### config.mk
export PLATFORM = sky130hd
export DESIGN_NAME = instr_trace_capture_flat
export DESIGN_NICKNAME = d
export VERILOG_FILES = /design/src/rtl/trace_pkg.sv /design/src/rtl/instr_trace_capture_if.sv /design/src/rtl/trace_fifo.sv /design/src/rtl/instr_trace_capture.sv /design/src/flat_wrapper.sv
export SDC_FILE = /design/constraint.sdc
export NUM_CORES = 2
export LEC_CHECK = 0
export BUFFER_PORTS_ARGS = -buffer_cell sky130_fd_sc_hd__buf_4
export CORE_MARGIN = 2
export CORE_UTILIZATION = 40
export DETAILED_ROUTE_END_ITERATION = 16
export PLACE_DENSITY = 0.55
export SLEW_MARGIN = 5
export SYNTH_ARGS = -nofsm -noshare
export SYNTH_HDL_FRONTEND = slang
export SYNTH_SLANG_ARGS = --single-unit
### constraint.sdc
create_clock -name clk -period 10.1 [get_ports clk]
set_input_delay 1.515 -clock clk [delete_from_list [all_inputs] [get_ports clk]]
set_output_delay 1.515 -clock clk [all_outputs]
set_load 0.01 [all_outputs]
### src/rtl/trace_pkg.sv
// Shared types and constants for the instruction-trace capture unit.
package trace_pkg;

  localparam int unsigned XLEN = 32;

  // One recorded fetch: program counter and the instruction word seen with it.
  typedef struct packed {
    logic [XLEN-1:0] pc;
    logic [XLEN-1:0] instr;
  } trace_entry_t;

  typedef enum logic [1:0] {
    CAPTURE = 2'd0,
    DONE    = 2'd1,
    TIMEOUT = 2'd2
  } trace_state_t;

  localparam logic [3:0] STORE_WORD_EN = 4'b1111;

endpackage

### src/rtl/instr_trace_capture_if.sv
// Snooped CPU buses plus the host drain port and status of the trace unit.
interface instr_trace_capture_if;

  logic [31:0] i_mem_addr;
  logic [31:0] i_mem_rdata;
  logic [31:0] d_mem_addr;
  logic [31:0] d_mem_wdata;
  logic [3:0]  d_mem_wen;
  logic        rd_valid;
  logic        rd_ready;
  logic [31:0] rd_pc;
  logic [31:0] rd_instr;
  logic        done;
  logic        timeout;
  logic        overflow;
  logic [31:0] cycle_count;
  logic [31:0] fetch_count;

  // CPU / debug host side.
  modport master (
    output i_mem_addr, i_mem_rdata, d_mem_addr, d_mem_wdata, d_mem_wen, rd_ready,
    input  rd_valid, rd_pc, rd_instr, done, timeout, overflow, cycle_count, fetch_count
  );

  // Trace unit side.
  modport slave (
    input  i_mem_addr, i_mem_rdata, d_mem_addr, d_mem_wdata, d_mem_wen, rd_ready,
    output rd_valid, rd_pc, rd_instr, done, timeout, overflow, cycle_count, fetch_count
  );

endinterface

### src/rtl/trace_fifo.sv
// Generic show-ahead synchronous FIFO; head word is visible on rdata while not empty.
module trace_fifo #(
  parameter int unsigned WIDTH = 64,
  parameter int unsigned DEPTH = 32
) (
  input  logic             clk,
  input  logic             rst,
  input  logic             push,
  input  logic [WIDTH-1:0] wdata,
  output logic             full,
  input  logic             pop,
  output logic [WIDTH-1:0] rdata,
  output logic             empty
);

  localparam int unsigned AW = $clog2(DEPTH);

  logic [WIDTH-1:0] mem_q [DEPTH];
  logic [AW:0]      wr_ptr_q;
  logic [AW:0]      rd_ptr_q;
  logic             do_push;
  logic             do_pop;

  // Extra pointer MSB separates full (MSBs differ) from empty (pointers equal).
  assign empty   = (wr_ptr_q == rd_ptr_q);
  assign full    = (wr_ptr_q[AW] != rd_ptr_q[AW]) &&
                   (wr_ptr_q[AW-1:0] == rd_ptr_q[AW-1:0]);
  assign do_pop  = pop && !empty;
  // A pop in the same cycle frees the slot the push lands in.
  assign do_push = push && (!full || do_pop);
  assign rdata   = mem_q[rd_ptr_q[AW-1:0]];

  // Pointer update; reset discards contents by re-aligning the pointers.
  always_ff @(posedge clk or posedge rst) begin
    if (rst) begin
      wr_ptr_q <= '0;
      rd_ptr_q <= '0;
    end else begin
      if (do_push) wr_ptr_q <= wr_ptr_q + (AW+1)'(1);
      if (do_pop)  rd_ptr_q <= rd_ptr_q + (AW+1)'(1);
    end
  end

  // Storage array, written on accepted pushes only.
  always_ff @(posedge clk) begin
    if (do_push) mem_q[wr_ptr_q[AW-1:0]] <= wdata;
  end

endmodule

### src/rtl/instr_trace_capture.sv
// Snoops CPU fetch/store buses, buffers new fetches and flags completion or timeout.
module instr_trace_capture #(
  parameter int unsigned DEPTH      = 32,
  parameter logic [31:0] PROG_LIMIT = 32'd96,
  parameter logic [31:0] END_ADDR   = 32'h300,
  parameter logic [31:0] END_DATA   = 32'h1,
  parameter int unsigned TIMEOUT    = 200
) (
  input  logic                        clk,
  input  logic                        rst,
  instr_trace_capture_if.slave        bus
);

  trace_pkg::trace_state_t state_q;
  trace_pkg::trace_entry_t push_entry;
  trace_pkg::trace_entry_t head_entry;

  logic [31:0] last_pc_q;
  logic [31:0] cycle_count_q;
  logic [31:0] fetch_count_q;
  logic        done_q;
  logic        timeout_q;
  logic        overflow_q;

  logic fifo_full;
  logic fifo_empty;
  logic fetch_det_c;
  logic end_det_c;
  logic timeout_det_c;
  logic drop_c;

  // A new fetch is a PC change inside the program region while still capturing.
  assign fetch_det_c   = (state_q == trace_pkg::CAPTURE) &&
                         (bus.i_mem_addr != last_pc_q) &&
                         (bus.i_mem_addr < PROG_LIMIT);
  assign end_det_c     = (bus.d_mem_wen == trace_pkg::STORE_WORD_EN) &&
                         (bus.d_mem_addr == END_ADDR) &&
                         (bus.d_mem_wdata == END_DATA);
  assign timeout_det_c = (cycle_count_q > TIMEOUT);
  // Full buffer with no pop this cycle cannot take the fetch.
  assign drop_c        = fetch_det_c && fifo_full && !bus.rd_ready;

  assign push_entry.pc    = bus.i_mem_addr;
  assign push_entry.instr = bus.i_mem_rdata;

  trace_fifo #(
    .WIDTH ($bits(trace_pkg::trace_entry_t)),
    .DEPTH (DEPTH)
  ) u_fifo (
    .clk   (clk),
    .rst   (rst),
    .push  (fetch_det_c),
    .wdata (push_entry),
    .full  (fifo_full),
    .pop   (bus.rd_ready),
    .rdata (head_entry),
    .empty (fifo_empty)
  );

  // Capture FSM with counters and sticky status flags; DONE beats TIMEOUT.
  always_ff @(posedge clk or posedge rst) begin
    if (rst) begin
      state_q       <= trace_pkg::CAPTURE;
      last_pc_q     <= 32'hFFFF_FFFF;
      cycle_count_q <= '0;
      fetch_count_q <= '0;
      done_q        <= 1'b0;
      timeout_q     <= 1'b0;
      overflow_q    <= 1'b0;
    end else begin
      case (state_q)
        trace_pkg::CAPTURE: begin
          cycle_count_q <= cycle_count_q + 32'(1);
          if (fetch_det_c) begin
            last_pc_q     <= bus.i_mem_addr;
            fetch_count_q <= fetch_count_q + 32'(1);
          end
          if (drop_c) overflow_q <= 1'b1;
          if (end_det_c) begin
            state_q <= trace_pkg::DONE;
            done_q  <= 1'b1;
          end else if (timeout_det_c) begin
            state_q   <= trace_pkg::TIMEOUT;
            timeout_q <= 1'b1;
          end
        end
        default: begin
          state_q <= state_q;
        end
      endcase
    end
  end

  assign bus.rd_valid    = !fifo_empty;
  assign bus.rd_pc       = fifo_empty ? 32'h0 : head_entry.pc;
  assign bus.rd_instr    = fifo_empty ? 32'h0 : head_entry.instr;
  assign bus.done        = done_q;
  assign bus.timeout     = timeout_q;
  assign bus.overflow    = overflow_q;
  assign bus.cycle_count = cycle_count_q;
  assign bus.fetch_count = fetch_count_q;

endmodule

### src/flat_wrapper.sv
// flat-port wrapper written by rule: the top's interface ports become plain ports
module instr_trace_capture_flat 
#(
  parameter int unsigned DEPTH      = 32,
  parameter logic [31:0] PROG_LIMIT = 32'd96,
  parameter logic [31:0] END_ADDR   = 32'h300,
  parameter logic [31:0] END_DATA   = 32'h1,
  parameter int unsigned TIMEOUT    = 200
)
  (clk, rst, bus_i_mem_addr, bus_i_mem_rdata, bus_d_mem_addr, bus_d_mem_wdata, bus_d_mem_wen, bus_rd_ready, bus_rd_valid, bus_rd_pc, bus_rd_instr, bus_done, bus_timeout, bus_overflow, bus_cycle_count, bus_fetch_count);
  instr_trace_capture_if bus_i ();
  input  logic clk;
  input  logic rst;
  input wire logic [$bits(bus_i.i_mem_addr)-1:0] bus_i_mem_addr;
  input wire logic [$bits(bus_i.i_mem_rdata)-1:0] bus_i_mem_rdata;
  input wire logic [$bits(bus_i.d_mem_addr)-1:0] bus_d_mem_addr;
  input wire logic [$bits(bus_i.d_mem_wdata)-1:0] bus_d_mem_wdata;
  input wire logic [$bits(bus_i.d_mem_wen)-1:0] bus_d_mem_wen;
  input wire logic [$bits(bus_i.rd_ready)-1:0] bus_rd_ready;
  output wire logic [$bits(bus_i.rd_valid)-1:0] bus_rd_valid;
  output wire logic [$bits(bus_i.rd_pc)-1:0] bus_rd_pc;
  output wire logic [$bits(bus_i.rd_instr)-1:0] bus_rd_instr;
  output wire logic [$bits(bus_i.done)-1:0] bus_done;
  output wire logic [$bits(bus_i.timeout)-1:0] bus_timeout;
  output wire logic [$bits(bus_i.overflow)-1:0] bus_overflow;
  output wire logic [$bits(bus_i.cycle_count)-1:0] bus_cycle_count;
  output wire logic [$bits(bus_i.fetch_count)-1:0] bus_fetch_count;
  assign bus_i.i_mem_addr = bus_i_mem_addr;
  assign bus_i.i_mem_rdata = bus_i_mem_rdata;
  assign bus_i.d_mem_addr = bus_d_mem_addr;
  assign bus_i.d_mem_wdata = bus_d_mem_wdata;
  assign bus_i.d_mem_wen = bus_d_mem_wen;
  assign bus_i.rd_ready = bus_rd_ready;
  assign bus_rd_valid = bus_i.rd_valid;
  assign bus_rd_pc = bus_i.rd_pc;
  assign bus_rd_instr = bus_i.rd_instr;
  assign bus_done = bus_i.done;
  assign bus_timeout = bus_i.timeout;
  assign bus_overflow = bus_i.overflow;
  assign bus_cycle_count = bus_i.cycle_count;
  assign bus_fetch_count = bus_i.fetch_count;
  instr_trace_capture #(.DEPTH(DEPTH), .PROG_LIMIT(PROG_LIMIT), .END_ADDR(END_ADDR), .END_DATA(END_DATA), .TIMEOUT(TIMEOUT)) u_core (.clk(clk), .rst(rst), .bus(bus_i));
endmodule
# ---- Word-level counts from Yosys, hierarchy flattened
# Memories as Yosys holds them, arrays and structs flattened.
# Cells that the tools add are included.
dict set report word_totals {
  regBits 113
  ram_bits 2048
  wordCells 50
  mem_count 1
}
dict set report classes {
  addsub 4
  order_cmp 2
  n_eq_ne 7
  mux 6
  n_bitwise 1
  reduce_logical 20
}
# name depth width rd rd_clocked_by_memory_dff write_ports line_no
set mem_list {}
lappend mem_list {u_core.u_fifo.mem_q 32 64 1 0 1 trace_fifo.sv:18} ;# logic [WIDTH-1:0] mem_q [DEPTH];
# cell n
set ops {}
lappend ops {{adder 32 x 1 -> 32 bit (second input constant)} 2}
lappend ops {{two-way mux 32 bit} 2}
lappend ops {{equality test 32 x 1 -> 1 bit (second input constant)} 1}
lappend ops {{equality test 32 x 10 -> 1 bit (second input constant)} 1}
lappend ops {{greater-than comparator 32 x 8 -> 1 bit (second input constant)} 1}
lappend ops {{< comparator 32 x 7 -> 1 bit (second input constant)} 1}
lappend ops {{inequality test 32 bit} 1}
lappend ops {{adder 6 x 1 -> 6 bit (second input constant)} 2}
lappend ops {{logical AND 1 bit} 9}
lappend ops {{AND reduction 2 bit} 4}
lappend ops {{equality test 6 bit} 1}
lappend ops {{equality test 5 bit} 1}
lappend ops {{equality test 4 bit (second input constant)} 1}
lappend ops {{two-way mux 2 bit} 2}
lappend ops {{logical NOT 1 bit} 3}
lappend ops {{AND reduction 3 bit} 1}
lappend ops {{logical NOT 2 bit} 1}
lappend ops {{two-way mux 1 bit} 2}
lappend ops {{nonzero test 2 bit} 1}
lappend ops {{logical OR 1 bit} 1}
lappend ops {{inequality test 1 bit} 1}
lappend ops {{inverter 1 bit} 1}

# ---- Depth between registers and ports, before layout
dict set report logic_depth {
  ltp_word 7
  depth_mapped 10
  ltp_nobuf 7
}

# ---- By module
# A second synthesis with hierarchy kept.
dict set report unflattened {
  hier_cells 4031
  area_unflattened_um2 84066.9
}
# module n_inst cells_each area_each_um2 seq_area_each_um2
set by_module_without_submodules {}
lappend by_module_without_submodules {trace_fifo 1 3520 78703.0 61799.3}
lappend by_module_without_submodules {instr_trace_capture 1 511 5363.9 2567.5}

# ---- Worst setup path before layout
# Ideal clock, no wire load.
dict set report synth_timing {
  path_type {input to register}
  start {input port bus_i_mem_addr[12]}
  end {memory u_core.u_fifo.mem_q[27][0], enable pin}
  setup_ns 0.667
  t_arrival_ns 9.438
  t_required_ns 9.433
  setup_slack_ns -0.005
  cell_stages 7
  path_cell_list {nor4_2 > nand4_1 > or2_4 > a21o_2 > or2_2 > clkbuf_1 > nor4b_1}
}
dict set report synth_via {
  elab_chain_cells 6
  word_cells_on_any_way 7
  classes_between {order compare: 1; eq/ne: 1; mux: 2; reduce/logical: 3}
}
# item line_no
set synth_lines {}
lappend synth_lines {{start, declared} flat_wrapper.sv:14} ;# input wire logic [$bits(bus_i.i_mem_addr)-1:0] bus_i_mem_addr;
lappend synth_lines {{parallel branches: the longest is 2 deep, another holds < comparator 32 x 7 -> 1 bit} --}
lappend synth_lines {{logical AND 1 bit *} instr_trace_capture.sv:34} ;# (bus.i_mem_addr != last_pc_q) &&
lappend synth_lines {{logical AND 1 bit *} trace_fifo.sv:30} ;# assign do_push = push && (!full || do_pop);
lappend synth_lines {{two-way mux 1 bit *} trace_fifo.sv:46} ;# if (do_push) mem_q[wr_ptr_q[AW-1:0]] <= wdata;
lappend synth_lines {{two-way mux 1 bit (not written as such) *} trace_fifo.sv:46}
lappend synth_lines {{end, declared} trace_fifo.sv:18}
# Mark *: on every way between the ends.

# ---- Worst setup path after layout
dict set report layout_timing {
  start {register u_core.u_fifo.rd_ptr_q[0]}
  end {output port bus_rd_pc[19]}
}
dict set report layout_via {
  elab_chain_cells 2
  word_cells_on_any_way 3
  classes_between {eq/ne: 1; mux: 1; memory: 1}
}
# item line_no
set layout_lines {}
lappend layout_lines {{start, declared} trace_fifo.sv:20} ;# logic [AW:0] rd_ptr_q;
lappend layout_lines {{start signal, assigned} trace_fifo.sv:40} ;# if (do_pop) rd_ptr_q <= rd_ptr_q + (AW+1)'(1);
lappend layout_lines {{memory (32 x 64 bit) or equality test 6 bit (tied branches)} --}
lappend layout_lines {{two-way mux 32 bit *} instr_trace_capture.sv:95} ;# assign bus.rd_pc = fifo_empty ? 32'h0 : head_entry.pc;
lappend layout_lines {{end, declared} flat_wrapper.sv:21} ;# output wire logic [$bits(bus_i.rd_pc)-1:0] bus_rd_pc;
# Every way passes the cells marked *; elsewhere a longest branch is shown, timed or not.

==> flow_summary.json <==
{
  "outcome": "finished clean",
  "grt_max_degree": 128,
  "r2r_setup_slack_ps": 5290,
  "setup_viol": 0,
  "num_rows": 167,
  "synth_edf_count": 2048,
  "dp_slack_ps": 4048,
  "detail_route.wl_per_cell_um": 31.05,
  "final.period_utilization": 0.6676,
  "placed_area_sq_mm": 0.08870,
  "path_cells": "buf_12 -> buf_4 -> mux4_2 -> mux4_2 -> o2111a_1 -> buf_4",
  "dieWidth_um": 459.8,
  "grt_pass1_wl_mm": 309.7,
  "critPathBufInv": 3,
  "synth-simple-area-share": 0.02537,
  "dp_cells": 6620,
  "syn_inst": 3762,
  "synthFlopType": "edfxtp_1",
  "relSlewSlack": 0.2074,
  "cts_root_buf": "clkbuf_16",
  "drc_errors": 0,
  "synth_cell_type_count": 54,
  "synth_seq_cells": 2161,
  "ir_drop_mv": 0.1832,
  "synthArstFlopShare": 0.05229,
  "synth_compound_area_frac": 0.02425,
  "synth-xor-area-share": 0.01159,
  "initial_core_util": 0.4017,
  "vias": 40310,
  "antenna_found_initial": 11,
  "hpwl_mm": 112.7,
  "cts_hold_buf": 0,
  "syn_nets": 3905,
  "grt.total_usage": 0.2066,
  "cts_resized": 0,
  "drv_slew": 0,
  "holdWs_ps": 481.1,
  "hold_class": "reg2reg",
  "end_kind": "primary output",
  "fp.dieArea_sq_mm": 0.2114,
  "postCtsSetupRepairBufs": 0,
  "crit_arrival_ps": 5230,
  "drv_cap": 0,
  "crit_fanout": 93,
  "rsz0062_at_grt": "false",
  "layout_min_cycle_time_ps": 6743,
  "final-hold-violation-count": 0,
  "clock-sinks": 2161,
  "h-tree-depth": 4,
  "syn_area_sq_mm": 0.08311,
  "fillCellCount": 17220,
  "p_per_area_mw_per_mm2": 186.6,
  "r2r-end": "u_core.u_fifo.mem_q[4][24]",
  "fin_nets": 4281,
  "dr.pass1.iters": 5,
  "drtIter0Drc": 4223,
  "hold_end": "u_core.bus.overflow",
  "antenna_left": 0,
  "min_from": "u_core.bus.overflow",
  "holdPathStages": 1,
  "core_area_sq_mm": 0.2069,
  "synthMuxAreaShare": 0.1514,
  "synth_fa_ha_area_frac": 0.001204,
  "setup.worst_path.start_class": "flop",
  "reg2reg_depth": 7,
  "critical_path_class": "reg2out",
  "chipHeight_um": 459.8,
  "fmax_mhz": 148.3,
  "syn_to_final_growth_pct": 15.12,
  "crit_path_top_delay_cell": "dfrtp_4",
  "cpPeakStageDelay_ps": 1060,
  "io_pins": 267,
  "cts_tree": "done",
  "yosysWarnings": 0,
  "p_leak_nw": 29.79,
  "cts_buffer_depth": 3,
  "cts.clk_slew.worst_paths_ps": 60,
  "stdcell_area_sq_mm": 0.09567,
  "syn_area_per_cell_sq_um": 22.09,
  "synth_top_family_by_area": "multiplexers",
  "totalWireLength_mm": 218.4,
  "fin_total_pwr_mw": 17.85,
  "port-buffer-count": 266,
  "worst_pin_slew_ps": 1186,
  "setup_ws_ps": 3357,
  "numCtsBuffers": 220,
  "tns_ps": 0,
  "worstReg2RegStart": "u_core.state_q[0]",
  "finalCoreUtilization": 0.4625,
  "place_congestion": 0.7929,
  "finalNonFillerCells": 7032,
  "first_global_vias": 41510,
  "clock_latency_ps": 860,
  "synth_seq_area_share": 0.7745,
  "grt-ovfl-total": 0,
  "finalClockSkew_ps": 53.21,
  "final_cell_mix": "2048 x edfxtp_1, 535 x mux4_2, 350 x buf_4",
  "path_delay_family": "buffers and inverters",
  "layout_commonest_cell": "edfxtp_1",
  "drive_above_1_share": 0.3000,
  "via_per_inst": 5.732,
  "crit_required_ps": 8590
}
logic make-up (layout without fill, tap and decap cells):
kind of cell,after synthesis,count (layout)
other,0,2
AOI/OAI and AO/OA,286,286
and+or+nand+nor,387,387
muxes,587,587
xor gates and xnor gates,110,110
buffers and inverters,223,787
adders and majority gates,8,8
DFF,2161,2161
flip-flops by register name (all words and copies together), names as in the netlist, 2 cells and up:
register / cells
u_core.u_fifo.mem_q: 2048
u_core.bus.cycle_count: 32
u_core.bus.fetch_count: 32
u_core.last_pc_q: 32
u_core.u_fifo.rd_ptr_q: 6
u_core.u_fifo.wr_ptr_q: 6
u_core.state_q: 2
area by class of cell:
class                      instances  area [sq um]  share of cell area
clock buffer                     280          5771             0.06032
antenna                            2         5.005          0.00005231
tap                             2704          3383             0.03536
inverter                          18         75.07           0.0007847
multi-input combinational       1378         18050              0.1887
clock inverter                   130          1195             0.01249
timing repair buffer             359          2808             0.02935
sequential                      2161         64390              0.6730
cell usage after synthesis, types with 37 or more instances:
cell / number / area (sq um)
nand3_1: 46 / 230.2
xnor2_1: 40 / 350.3
buf_2: 67 / 335.3
edfxtp_1: 2048 / 61500
a21oi_1: 69 / 345.3
nand2_1: 84 / 315.3
nor4_1: 42 / 262.8
mux2i_1: 42 / 420.4
clkbuf_1: 106 / 397.9
a221oi_1: 56 / 490.5
xor2_1: 70 / 613.1
mux4_2: 535 / 12050
nor2_1: 58 / 217.7
nor2b_1: 39 / 244.0
dfrtp_1: 81 / 2027
a211oi_1: 37 / 277.8
routing by layer:
layer	vias up	share of wire	track usage
li1	16650	-	-
met1	21930	0.42	0.2844
met2	1437	0.49	0.3364
met3	286	0.066	0.04049
met4	10	0.025	0.05774
met5	-	0.00029	0
worst max path at each step:
stage / slack [ps] / to / startpoint / cells after the start
3_5_place_dp: 4050 / u_core.u_fifo.mem_q[4][16] / bus_i_mem_addr[16] / 8
5_1_grt: 2980 / bus_rd_pc[24] / u_core.u_fifo.rd_ptr_q[0] / 6
6_report: 3360 / bus_rd_pc[19] / u_core.u_fifo.rd_ptr_q[0] / 6
3_3_place_gp: 4110 / u_core.u_fifo.mem_q[4][13] / bus_i_mem_addr[17] / 8
4_1_cts: 3160 / bus_rd_pc[24] / u_core.u_fifo.rd_ptr_q[0] / 6
2_1_floorplan: 530 / u_core.u_fifo.mem_q[11][0] / bus_i_mem_addr[12] / 7
power breakdown:
part           internal, mW  switching (mW)  total, mW
logic                0.0388           0.144      0.183
registers              9.80       0.0000235       9.80
clock network          4.45            3.42       7.87
Power figures use the tool's default switching activity.
